<file path="config.mk">
export PLATFORM = sky130hd
export DESIGN_NAME = mem_access_unit
export DESIGN_NICKNAME = d
export VERILOG_FILES = /design/src/rtl/mem_access_pkg.sv /design/src/rtl/mem_wait_timer.sv /design/src/rtl/mem_access_unit.sv
export SDC_FILE = /design/constraint.sdc
export NUM_CORES = 1
export LEC_CHECK = 0
export BUFFER_PORTS_ARGS = -buffer_cell sky130_fd_sc_hd__buf_2
export CAP_MARGIN = 20
export CORE_MARGIN = 3
export CORE_UTILIZATION = 40
export DETAILED_ROUTE_END_ITERATION = 10
export GPL_ROUTABILITY_DRIVEN = 0
export PLACE_DENSITY = 0.8
export SYNTH_ARGS = -nofsm -noshare
export SYNTH_HDL_FRONTEND = slang
export SYNTH_SLANG_ARGS = --single-unit
</file>
<file path="constraint.sdc">
create_clock -name clk -period 1.7 [get_ports clk]
set_input_delay 0.34 -clock clk [delete_from_list [all_inputs] [get_ports clk]]
set_output_delay 0.34 -clock clk [all_outputs]
set_load 0.03 [all_outputs]
</file>
<file path="src/rtl/mem_access_pkg.sv">
// Shared types and default sizing for the MEM-stage data-memory access unit.
package mem_access_pkg;

  localparam int unsigned ADDR_W_DEF  = 32;
  localparam int unsigned DATA_W_DEF  = 32;
  localparam int unsigned TIMEOUT_DEF = 255;
  localparam int unsigned CNT_W       = 8;

  typedef enum logic [1:0] {
    IDLE = 2'd0,
    REQ  = 2'd1,
    DONE = 2'd2
  } state_t;

endpackage

</file>
<file path="src/rtl/mem_wait_timer.sv">
// Counts bus wait cycles; expired flags the last cycle allowed before abort.
module mem_wait_timer
  import mem_access_pkg::*;
#(
  parameter int unsigned TIMEOUT = TIMEOUT_DEF
) (
  input  logic clk,
  input  logic rst,
  input  logic clear,
  input  logic enable,
  output logic expired
);

  logic [CNT_W-1:0] count;

  always_ff @(posedge clk) begin
    if (rst) begin
      count <= '0;
    end else if (clear) begin
      count <= '0;
    end else if (enable) begin
      count <= count + CNT_W'(1);
    end
  end

  assign expired = (count == CNT_W'(TIMEOUT - 1));

endmodule

</file>
<file path="src/rtl/mem_access_unit.sv">
// MEM-stage load/store engine: turns pipeline memory ops into req/ack bus
// transactions, stalls the pipeline while one is outstanding.
module mem_access_unit
  import mem_access_pkg::*;
#(
  parameter int unsigned ADDR_W  = ADDR_W_DEF,
  parameter int unsigned DATA_W  = DATA_W_DEF,
  parameter int unsigned TIMEOUT = TIMEOUT_DEF
) (
  input  logic              clk,
  input  logic              rst,
  input  logic              MemRead_MEM,
  input  logic              MemWrite_MEM,
  input  logic [ADDR_W-1:0] ALUData_MEM,
  input  logic [DATA_W-1:0] MemWriteData_MEM,
  output logic              stall_MEM,
  output logic [DATA_W-1:0] LoadData_MEM,
  output logic              load_valid,
  output logic              err_misalign,
  output logic              err_conflict,
  output logic              err_timeout,
  output logic              bus_req,
  output logic              bus_we,
  output logic [ADDR_W-1:0] bus_addr,
  output logic [DATA_W-1:0] bus_wdata,
  input  logic              bus_ack,
  input  logic [DATA_W-1:0] bus_rdata
);

  state_t state, state_next;
  logic   conflict, misalign, legal;
  logic   timer_clear, timer_en, expired;

  assign conflict = MemRead_MEM & MemWrite_MEM;
  assign legal    = (MemRead_MEM ^ MemWrite_MEM) & (ALUData_MEM[1:0] == 2'b00);
  // Conflict outranks misalignment, so a misalign needs exactly one request.
  assign misalign = (MemRead_MEM ^ MemWrite_MEM) & (ALUData_MEM[1:0] != 2'b00);

  mem_wait_timer #(
    .TIMEOUT (TIMEOUT)
  ) u_timer (
    .clk     (clk),
    .rst     (rst),
    .clear   (timer_clear),
    .enable  (timer_en),
    .expired (expired)
  );

  always_ff @(posedge clk) begin
    if (rst) begin
      state <= IDLE;
    end else begin
      state <= state_next;
    end
  end

  always_comb begin
    state_next  = state;
    stall_MEM   = 1'b0;
    timer_clear = 1'b0;
    timer_en    = 1'b0;
    case (state)
      IDLE: begin
        if (legal) begin
          state_next  = REQ;
          stall_MEM   = 1'b1;
          timer_clear = 1'b1;
        end
      end
      REQ: begin
        stall_MEM = 1'b1;
        if (bus_ack || expired) begin
          state_next = DONE;
        end else begin
          timer_en = 1'b1;
        end
      end
      DONE:    state_next = IDLE;
      default: state_next = IDLE;
    endcase
    if (rst) begin
      stall_MEM = 1'b0;
    end
  end

  // Bus drive, load capture and one-cycle status pulses.
  always_ff @(posedge clk) begin
    if (rst) begin
      bus_req      <= 1'b0;
      bus_we       <= 1'b0;
      bus_addr     <= '0;
      bus_wdata    <= '0;
      LoadData_MEM <= '0;
      load_valid   <= 1'b0;
      err_misalign <= 1'b0;
      err_conflict <= 1'b0;
      err_timeout  <= 1'b0;
    end else begin
      load_valid   <= 1'b0;
      err_misalign <= 1'b0;
      err_conflict <= 1'b0;
      err_timeout  <= 1'b0;
      case (state)
        IDLE: begin
          err_conflict <= conflict;
          err_misalign <= misalign;
          if (legal) begin
            bus_req   <= 1'b1;
            bus_we    <= MemWrite_MEM;
            bus_addr  <= {ALUData_MEM[ADDR_W-1:2], 2'b00};
            bus_wdata <= MemWriteData_MEM;
          end
        end
        REQ: begin
          if (bus_ack) begin
            bus_req <= 1'b0;
            if (!bus_we) begin
              LoadData_MEM <= bus_rdata;
              load_valid   <= 1'b1;
            end
          end else if (expired) begin
            bus_req     <= 1'b0;
            err_timeout <= 1'b1;
            if (!bus_we) begin
              LoadData_MEM <= '0;
            end
          end
        end
        default: ;
      endcase
    end
  end

endmodule
</file>
==> impl.org, run 1 <==
** Final layout
- After the last flow step, the layout net total stands at between 800 and 900.
- Leaving out filler cells and counting taps, the final layout contains 850.
- The library cell used most frequently in the layout, excluding fill and tap cells, is sky130_fd_sc_hd__buf_2.
- The top cell types in the final layout, fill and taps aside, are sky130_fd_sc_hd__buf_2, sky130_fd_sc_hd__dfxtp_1, sky130_fd_sc_hd__o21ai_0, sky130_fd_sc_hd__a21oi_1, sky130_fd_sc_hd__a31oi_1.
- The post-route netlist has about 37% of its cells at a drive strength greater than 1.
- From synthesis to final layout, the design area changed by 32.6%.
- For this run, the share of the core covered by cells in the final layout is a little under three fifths.
- The number of antenna diodes in the final layout is 0.

** Drt
- For this run, design rule violations remaining after detail routing come to 0.
- Routed wire per std cell :: ~16 µm
- Number of nets with antenna violations after routing :: 0
- After detailed routing, the number of vias per cell comes to ~5.7.
- The detailed router placed between 4,000 and 5,000 vias in this run.
- First-pass detailed-route iteration total :: 4
- Starting DRT DRC Count :: 521
- Detailed Route WL :: 14.0 mm

** Power and ir drop
- Leakage component of the power :: 0.00262 µW
- Overall power consumption :: between 5000 and 6000 µW
- IR analysis of the VDD net gives a maximum drop of 0.558 mV.
- Power density over cell area :: about 900 nW/µm²

** Setup path
- Critical-path cell list :: buf_8 > ha_4 > nor3b_4 > nor2_4 > nor3_4 > buf_6
- In this run the critical register-to-register path is captured at LoadData_MEM[19]$_SDFFE_PP0P_.
- The largest single stage delay on the critical path is about 0.26 ns.
- Required @ worst endpoint :: between 1 and 1.5 ns
- The worst setup path is launched from an input pin.
- Reg2reg setup slack :: about 0.10 ns
- At the worst endpoint, the arrival time is 1.31 ns.
- CP max-delay cell :: sky130_fd_sc_hd__ha_4
- The critical path is of the in -> out type.
- Nature of the critical path endpoint :: primary output
- The number of cells on the worst reg-to-reg path is 6.
- Largest driver fanout on the critical path :: 3
- Startpoint of the worst register-to-register path :: u_timer.count[0]$_SDFFE_PP0P_

** Placement
- Post-DP HPWL :: 9.65 mm
- Number of buffers added on ports :: roughly 200
- Placed Cells :: ~830

** Die
- Die Height :: between 100 and 150 µm
- The die covers approximately 13,000 µm².
- The floorplan has 38 rows.
- Initial Utilization :: a little over two fifths
- I/O pin count :: about 200
- Horizontal extent of the die :: roughly 110 µm
- Core Area :: about 11,000 µm²

** STA
- The worst path in the final design needs a cycle of about 1.7 ns, including I/O delays and setup.
- Worst clock skew :: between 0.008 and 0.009 ns
- Post-Route Hold Slack :: 0.245 ns
- Total negative slack :: 0 ns
- Unrepaired setup endpoints after global routing :: true
- The final-report max-slew violation count is 0.
- Highest achievable clock rate :: ~610 MHz
- Setup violations remaining at the end of the flow were counted as 0.
- Total count of hold-check failures in the final report :: 0
- Final clock period utilization by the worst path :: between 90 and 100%

** Clock tree
- The clock passes through at most 2 buffers.
- Clock latency on the worst-skew pair :: ~0.34 ns
- Clk sink count :: 110
- TritonCTS created 9 clock buffers.
- TritonCTS built the clock tree.
- Clock-pin slew was measured on the worst setup and hold paths at approximately 0.07 ns.
- H-Tree Depth :: 3
- Master cell of the clock root buffer :: sky130_fd_sc_hd__clkbuf_16
- Number of buffers added to fix hold violations after cts :: 0

** Global route
- First-pass GRT wire length :: approximately 22 mm
- Via count of the first global-routing pass :: 4,729
- Initial antenna violation count :: 0
- Entering global routing, the biggest net connects between 80 and 90 pins.
- Across every metal layer, demand over resource in global routing totals about a fifth.
- After global routing the overflow that remains totals 0.

** Min path
- Hold-critical path depth :: 3
- Endpoint of the worst hold-timing path :: bus_addr[8]$_SDFFE_PP0P_
- The min-delay analysis places its worst path in the category in -> reg.
- Hold wc startpoint :: ALUData_MEM[8]

** Logic synthesis
- Cell variety after synth :: 40
- Most used flip-flop cell after synthesis :: sky130_fd_sc_hd__dfxtp_1
- Share of the yosys chip area belonging to registers :: 47.0%
- Synthesis Warnings :: 0
- Counting flops with a built-in enable in the synthesized netlist gives 0.
- Synthesis produced a netlist whose cell count is around 540.
- Fraction of synthesis flops using an asynchronous set or reset pin :: 0%
- Flop and latch count out of synthesis :: 110
- A synthesized cell averages ~9 µm².
- Netlist Area Pre-Place :: 4680 µm²

** Status
- The run finished with clean final reports.

** Run
- The tool flagged a number of max-cap violations equal to 0.
synthesized netlist by cell type, types with 2 or more instances:
| library cell | number | area share (%) |
|---|---|---|
| sky130_fd_sc_hd__buf_2 | 31 | 3.3 |
| sky130_fd_sc_hd__a21o_1 | 2 | 0.32 |
| sky130_fd_sc_hd__buf_4 | 4 | 0.64 |
| sky130_fd_sc_hd__nor3b_4 | 2 | 0.80 |
| sky130_fd_sc_hd__clkbuf_1 | 25 | 2.0 |
| sky130_fd_sc_hd__inv_1 | 3 | 0.24 |
| sky130_fd_sc_hd__ha_1 | 3 | 0.80 |
| sky130_fd_sc_hd__a31oi_1 | 65 | 8.7 |
| sky130_fd_sc_hd__and2_1 | 5 | 0.67 |
| sky130_fd_sc_hd__nor3_1 | 2 | 0.21 |
| sky130_fd_sc_hd__buf_6 | 4 | 0.96 |
| sky130_fd_sc_hd__or3b_1 | 2 | 0.37 |
| sky130_fd_sc_hd__a21oi_1 | 67 | 7.2 |
| sky130_fd_sc_hd__dfxtp_1 | 110 | 47 |
| sky130_fd_sc_hd__a211oi_1 | 35 | 5.6 |
| sky130_fd_sc_hd__and4_1 | 2 | 0.37 |
| sky130_fd_sc_hd__nor2_1 | 6 | 0.48 |
| sky130_fd_sc_hd__buf_12 | 2 | 0.85 |
| sky130_fd_sc_hd__nor3b_1 | 2 | 0.32 |
| sky130_fd_sc_hd__mux2i_1 | 4 | 0.85 |
| sky130_fd_sc_hd__and3_1 | 3 | 0.40 |
| sky130_fd_sc_hd__nand3_1 | 64 | 6.8 |
| sky130_fd_sc_hd__nand2_1 | 3 | 0.24 |
| sky130_fd_sc_hd__nor2b_1 | 3 | 0.40 |
| sky130_fd_sc_hd__o21ai_0 | 72 | 7.7 |
per-layer routing:
layer	GRT usage (%)	up-vias	wire [µm]
li1	-	2351	-
met2	34.9	205	6760
met1	24.2	2266	5770
met4	6.65	0	229
met5	0	-	0
met3	6.87	18	1250
layout make-up:
cell class              instances  area (µm²)
well taps                     140         175
inverters                       3        11.3
multi-input cells             357        2200
clock inverters                 4        52.6
fillers                       960        4910
flip-flops and latches        110        2200
repair buffers                224        1310
clock buffers                  12         256
power by group:
part	internal [µW]	switching, µW	total [µW]
clock	1230	940	2170
sequential	2650	36.8	2690
combinational	289	525	815
total	4170	1500	5670
cells by family (layout without fill, tap and decap cells):
family	Yosys count	count (layout)	share of synthesized area, %
compound gates	247	247	30.5
other cells	1	2	0.0801
buf+inv	70	243	8.33
fa+ha+maj	3	3	0.801
mux	4	4	0.855
simple gates	101	101	12.4
flops	110	110	47.0
metrics by stage:
step	worst slack (ns)	instance area [µm²]
2_1_floorplan	-0.109	4740
3_3_place_gp	-0.120	5800
3_5_place_dp	-0.180	5800
4_1_cts	0.0168	6130
5_1_grt	-0.00279	6210
6_report	0.0483	6210
state kept, by name, indices dropped and copies added (netlist names), 2 cells and up:
signal and count:
state 2, LoadData_MEM 32, bus_wdata 32, u_timer.count 8, bus_addr 30
worst max path at each step:
stage                                end  slack (ns)    startpoint
2_1_floorplan                  stall_MEM       -0.11  MemWrite_MEM
3_3_place_gp         bus_we$_SDFFE_PP0P_       -0.12  MemWrite_MEM
3_5_place_dp   bus_addr[19]$_SDFFE_PP0P_       -0.18  MemWrite_MEM
4_1_cts                        stall_MEM        0.02  MemWrite_MEM
5_1_grt                        stall_MEM      -0.003  MemWrite_MEM
6_report                       stall_MEM        0.05  MemWrite_MEM
critical path: cells and delay by family:
kind / cells / cell delay (ns)
buf+inv: 2 / 0.26
fa+ha+maj: 1 / 0.26
simple gates: 3 / 0.45
repair_timing:
item,CTS,global route
endpoints found under the hold margin,0,0
resized for setup,3,20
setup endpoints to repair,1,25
pin swaps,1,0
buffers inserted,1,0
(Power assumes the default switching activity.)
==> run 2, diff against run 1 <==
- clock period: 1.7 -> 1.5 ns (I/O delays scaled with it)
==> run 2 against run 1 <==
Compared with the run above:
- the flow now finishes with violations (negative setup slack)
- clock power about the same
- combinational power rose by 28%
- clock skew decreased by 0.0016 ns
- total power increased by 9.8%
- largest power group unchanged
==> impl.org, run 2 (same netlist as run 1, synthesis figures left out) <==
** Drt
- Routed wire per std cell :: between 15 and 20 µm
- In the routed design, unresolved DRC markers number 0.
- For this block, the via count after detailed routing is 5,011.
- The first routing iteration left 440 violations.
- Number of nets with antenna violations after routing :: 0
- Dividing the detail-routed via count by the number of cells gives about 5.8.
- Detailed Route WL :: approximately 15 mm
- The pre-antenna-repair detailed-routing pass consisted of 6 iterations.

** Setup path
- In this run the worst path has a maximum fanout of 2.
- Nature of the critical path startpoint :: input pin
- STA puts the critical path data required time at between 1 and 1.5 ns.
- CP arrival :: around 1.3 ns
- Grouping stages by cell kind, the critical path spends the most delay in simple AND/OR/NAND/NOR gates.
- The critical path crosses 6 cells after its start point.
- The worst setup path is captured at a primary output.
- Critical-path cell list :: buf_8 > ha_4 > nor3b_4 > nor2_4 > nor3_4 > buf_6
- CP max-delay cell :: sky130_fd_sc_hd__ha_4
- Critical setup path kind :: in -> out
- For flop-to-flop paths, the worst setup slack is approximately 0.010 ns.
- Counting both buffers and inverters, the worst setup path holds a total of 2.
- Delay contributed by the slowest stage of the critical path :: 0.26 ns
- Cell count of the worst reg-to-reg path :: 6

** Power and ir drop
- Cell internal power was estimated by the tool at approximately 4500 µW.
- Power density over cell area :: approximately 940 nW/µm²
- Overall power consumption after layout is estimated at just over 6000 µW.
- Sw Pwr :: 1700 µW
- Combinational logic burns 16.8% of the power.
- Clock share of power :: around a third
- In this run the static leakage power is between 0.002 and 0.003 µW.
- In this run, flip-flops and latches consume about half of the power.
- Peak supply drop :: around 0.63 mV
- Switching share of power :: between 20% and 30%

** Die
- Die Height :: about 110 µm
- The floorplan step defined a die boundary enclosing approximately 13,000 µm².
- Core Area :: 11,100 µm²
- Once the floorplan was initialized, standard cells occupied a little over two fifths of the core.
- From left edge to right edge, the die measures 114 µm.
- Number of rows created at floorplan :: 38
- I/O pin count :: between 200 and 250

** Clock tree
- TritonCTS built the clock tree.
- Clock latency on the worst-skew pair :: between 0.3 and 0.4 ns
- After clock tree synthesis, the clock-pin slew on the worst setup and hold paths is roughly 0.070 ns.
- In this run, CTS created clock tree buffers numbering 9.
- Master cell of the clock root buffer :: sky130_fd_sc_hd__clkbuf_16
- Clk sink count :: 110
- Max Root-Sink Buffers :: 2
- In this run the number of H-tree levels came out at 3.

** Global route
- Entering global routing, the biggest net connects 62 pins.
- Initial antenna violation count :: 0
- First-pass GRT wire length :: about 22 mm
- Summed over all layers, the global routing overflow is 0.
- Tot GR Track Use :: 20.8%
- Via count of the first global-routing pass :: ~4,700

** Status
- Outcome :: finished with violations
- Failing checks :: negative setup slack

** Placement
- Number of buffers added on ports :: between 200 and 250
- Placed cell area :: between 6000 and 7000 µm²
- Detailed placement finished with a half-perimeter wire length of around 9.7 mm.
- Post-Place Worst Slack :: -0.361 ns

** Final layout
- Leading cell type in the layout, fill and taps excluded :: sky130_fd_sc_hd__buf_2
- The largest registers in the layout are LoadData_MEM (32), bus_wdata (32), bus_addr (30).
- Cells fill roughly three fifths of the core in the end.
- Antenna cells :: 0
- Area growth from synthesis to layout :: 40.9%
- Final instance area :: approximately 6600 µm²
- The top cell types in the final layout, fill and taps aside, are sky130_fd_sc_hd__buf_2, sky130_fd_sc_hd__dfxtp_1, sky130_fd_sc_hd__o21ai_1, sky130_fd_sc_hd__a21oi_1.
- Fraction of layout instances using a drive strength above 1 :: around two fifths
- Final #Nets :: between 800 and 900

** STA
- Setup repair after global routing could not meet its margin everywhere.
- Setup violations remaining at the end of the flow were counted as 1.
- The hold violation total from the final report came to 0.
- Pins over their slew limit :: 0
- Of the available clock period, the critical path in the final layout requires 104%.
- Tmin final :: around 1.6 ns
- Total negative slack :: -0.0634 ns
- Worst path setup slack after routing :: -0.0634 ns
- Based on the critical path, the design can be clocked at up to 640 MHz.
- Worst clock skew :: 0.00729 ns

** Min path
- The path class of the tightest hold or removal check is in -> reg.
- The worst hold path passes through 3 cells.

** Run
- Max_cap viols :: 0
## run 2: path summary, 6_finish.rpt
check,startpoint,endpoint
worst min-delay path,MemWriteData_MEM[11],bus_wdata[11]$_SDFFE_PP0P_
worst max register to register,state[1]$_SDFFE_PP0P_,LoadData_MEM[17]$_SDFFE_PP0P_
worst min register to register,bus_addr[7]$_SDFFE_PP0P_,bus_addr[7]$_SDFFE_PP0P_
worst max-delay path,MemWrite_MEM,stall_MEM
## run 2: cell type report
| cell class | count | area, µm² |
|---|---|---|
| clock inverters | 3 | 22.5 |
| flip-flops and latches | 110 | 2200 |
| well taps | 140 | 175 |
| repair buffers | 240 | 1590 |
| multi-input cells | 357 | 2360 |
| inverters | 3 | 11.3 |
| fillers | 931 | 4520 |
| clock buffers | 12 | 236 |
## run 2: worst min-delay path, stage by stage
cell and delay, ns:
sky130_fd_sc_hd__buf_2 0.10, sky130_fd_sc_hd__nand3_1 0.05, sky130_fd_sc_hd__a21oi_1 0.05
## run 2: metal layers
metal / global-route usage (%) / vias up / part of all wire, %
met1: 26.3 / 2319 / 40
met4: 7.52 / 0 / 2.3
met3: 6.82 / 30 / 11
met2: 33.1 / 281 / 47
met5: 0 / - / 0
li1: - / 2381 / -
## run 2: metrics by stage
stage / hold slack (ns) / instances
2_1_floorplan: 0.376 / 537
3_3_place_gp: 0.463 / 841
3_5_place_dp: 0.468 / 841
4_1_cts: 0.188 / 859
5_1_grt: 0.195 / 865
6_report: 0.206 / 865
## run 2: power by group through the flow
stage          Sequential, µW  Clock (µW)  Combinational [µW]
5_1_grt                  3050        2330                1120
3_5_place_dp             3110           0                 961
3_3_place_gp             3110           0                 938
6_report                 3050        2140                1040
4_1_cts                  3050        2210                 988
2_1_floorplan            3270           0                 475
## run 2: timing repair
item                                   CTS  global route
setup endpoints to repair                2            66
cloned                                   1             5
gates resized for setup                  8            16
endpoints found under the hold margin    0             0
pin swaps                                4             2
hold buffers                             0             0
setup buffers                            2             1
==> run 3, diff against run 2 <==
- CORE_ASPECT_RATIO: not set -> 1.2
- PLACE_DENSITY: 0.8 -> 0.72
==> run 3 against run 2 <==
Compared with the run above:
- the run still ends with negative setup slack left
- sequential share of layout area decreased by 0.27 points
- clock skew increased by 0.0017 ns
- critical path depth unchanged
- die area about the same
- worst setup slack improved by 0.016 ns
==> impl.org, run 3 (same netlist as run 1, synthesis figures left out) <==
** Status
- Outcome :: finished with violations
- The final reports fail on negative setup slack.

** Die
- The floorplan step defined a die boundary enclosing between 10,000 and 15,000 µm².
- Die Height :: 125 µm
- Core Area :: 11,200 µm²
- In this run the count of I/O pins placed on the die edge is between 200 and 250.
- Horizontal extent of the die :: 105 µm
- Initial Utilization :: 41.7%
- Number of rows created at floorplan :: 42

** Setup path
- Critical-path cell list :: buf_8 > ha_4 > nor3b_4 > nor2_4 > nor3_4 > buf_6
- The worst register-to-register path ends at LoadData_MEM[22]$_SDFFE_PP0P_.
- CP max-delay cell :: sky130_fd_sc_hd__ha_4
- The largest single stage delay on the critical path is between 0.2 and 0.3 ns.
- The worst setup path is launched from an input pin.
- Required @ worst endpoint :: 1.20 ns
- The startpoint identified for the worst register-to-register timing path is u_timer.count[1]$_SDFFE_PP0P_.
- STA classifies the critical path endpoint as a primary output.
- Buffering stage count on the worst path with inverters included :: 2
- Critical setup path kind :: in -> out
- The setup check on the worst reg-to-reg path leaves a slack of -0.01 ns.
- CP arrival :: 1.25 ns
- In this run the worst path has a maximum fanout of 3.
- The cell family contributing the most delay on the critical path is simple AND/OR/NAND/NOR gates.
- Cell count of the worst reg-to-reg path :: 6

** STA
- For the final database, setup skew stands at roughly 0.0090 ns.
- Final count of negative-setup-slack endpoints :: 2
- The hold violation total from the final report was 0.
- Highest achievable clock rate :: between 600 and 700 MHz
- Setup slack on the critical path of the routed design comes to -0.0478 ns.
- Dividing the final minimum period by the clock period gives 103%.
- Measured slew at the worst slew-check pin :: around 0.57 ns
- The final-report max-slew violation count came to 0.
- Setup repair after global routing could not meet its margin everywhere.
- Tmin final :: between 1.5 and 2 ns
- In this run the tightest slew margin relative to its limit is between 60 and 70%.

** Min path
- Endpoint of the worst hold-timing path :: bus_addr[16]$_SDFFE_PP0P_
- Hold-critical path depth :: 3
- Min-Delay Path Class :: in -> reg
- The startpoint identified for the worst hold timing path is ALUData_MEM[16].

** Final layout
- Final #Nets :: 824
- The finished cells cover 6660 µm².
- Highest-count cells in the layout ignoring fill and taps :: sky130_fd_sc_hd__buf_2, sky130_fd_sc_hd__dfxtp_1, sky130_fd_sc_hd__o21ai_1, sky130_fd_sc_hd__a21oi_1, sky130_fd_sc_hd__nand3_1
- In the final layout, the registers with the most flip-flops are LoadData_MEM (32), bus_wdata (32), bus_addr (30).
- Leading cell type in the layout, fill and taps excluded :: sky130_fd_sc_hd__buf_2
- Cells fill about 59% of the core in the end.
- The repair_antennas step left the layout with diodes totalling 0.
- In the final layout, the share of cells above drive strength 1 is between 40% and 50%.
- After the flow finishes, the layout carries non-filler instances totaling 879.
- Relative to the synthesized area, the layout overhead comes to 42.1%.

** Power and ir drop
- Overall power consumption :: between 6000 and 7000 µW
- VDD sags by at most between 0.5 and 0.6 mV.
- In this run the power density over the cells is between 900 and 1000 nW/µm².
- The analysis attributes to cell leakage a power of ~0.0028 µW.

** Global route
- Entering global routing, the biggest net connects 75 pins.
- Via count of the first global-routing pass :: 4,670
- The number of antenna violations at the first check in global routing was 0.
- In the global route stage, overall resource usage came out at a little over 20%.
- The first global-routing pass estimated about 23 mm of wire.
- For this run the aggregate overflow at the end of global routing stands at 0.

** Clock tree
- Number of buffers added to fix hold violations after cts :: 0
- CTS clk-pin slew, worst paths :: about 0.080 ns
- Max Root-Sink Buffers :: 2
- The later pin in the worst-skew pair is clocked with a latency of 0.35 ns.
- Master cell of the clock root buffer :: sky130_fd_sc_hd__clkbuf_16
- Clock tree from TritonCTS :: yes
- H-Tree Depth :: 3
- Number of buffers added by the clock tree synthesis step :: 9
- Clk sink count :: 110

** Drt
- Number of nets with antenna violations after routing :: 0
- Starting DRT DRC Count :: 300
- Detailed Route WL :: approximately 15 mm
- Vias after detailed routing :: ~5,000
- DRC violations left :: 0
- Routed wire per std cell :: approximately 17 µm
- Detail-routed via count per cell :: around 5.7
- For this run, the detailed router's first-pass iteration total came to 6.

** Placement
- Placed Cells :: ~850
- Post-DP HPWL :: 9.49 mm
- Summing all placed instances gives a cell area of roughly 6000 µm².
- Number of buffers added on ports :: between 200 and 250
- Before CTS, the worst setup slack after placement is -0.318 ns.

** Run
- Across the run, the number of max-cap violations was 0.
[run 3: cell count changes in the layout (fill, tap and decap cells not counted), moves of 2 or more]
cell                        delta
sky130_fd_sc_hd__a31oi_1       -3
sky130_fd_sc_hd__a31oi_2       +3
sky130_fd_sc_hd__buf_12        -3
sky130_fd_sc_hd__inv_8         +2
sky130_fd_sc_hd__clkbuf_16     -2
sky130_fd_sc_hd__buf_6         +3
sky130_fd_sc_hd__clkbuf_1      -3
[run 3: worst max path at each step]
stage,start,endpoint,slack (ns),depth (start not counted)
floorplan,MemWrite_MEM,stall_MEM,-0.23,6
global placement,MemWrite_MEM,bus_addr[20]$_SDFFE_PP0P_,-0.26,6
detailed placement,MemWrite_MEM,bus_wdata[13]$_SDFFE_PP0P_,-0.32,6
global route,MemWrite_MEM,stall_MEM,-0.11,6
finish,MemWrite_MEM,stall_MEM,-0.05,6
CTS,MemWrite_MEM,stall_MEM,-0.14,6
[run 3: worst min-delay path, delay by kind of cell]
kind                   cells  cell delay [ns]
AND/OR/NAND/NOR            1             0.05
AO/OA/AOI/OAI              1             0.05
buffers and inverters      1             0.09
[run 3: stage by stage]
stage	hold WS (ns)	setup TNS, ns
final	0.196	-0.0564
after global routing	0.197	-0.796
after CTS	0.184	-0.139
after detailed placement	0.470	-18.26
after global placement	0.458	-15.66
after floorplan	0.376	-0.650
[run 3: final cells by class]
class | count | area [µm²]
fill | 1005 | 4590
sequential | 110 | 2210
clock inverter | 7 | 91.3
timing repair buffer | 239 | 1520
multi-input combinational | 357 | 2410
inverter | 3 | 11.3
clock buffer | 9 | 225
tap | 154 | 193
[run 3: where the power goes]
group | internal (µW) | switching, µW
Sequential | 3000 | 43.3
Combinational | 374 | 649
Clock | 1340 | 1170
Total | 4720 | 1860
[run 3: repair_timing]
| item | in CTS | in global routing |
|---|---|---|
| endpoints found under the hold margin | 0 | 0 |
| gates resized for setup | 10 | 23 |
| buffers inserted | 2 | 3 |
| endpoints found under the setup margin | 3 | 54 |
| pin swaps | 4 | 5 |
| cloned | 1 | 4 |
[run 3: per-layer routing]
metal	track usage (%)	share of wire [%]
met4	7.88	2.2
met3	6.32	9.1
met1	26.4	41
met5	0	0
met2	32.7	48
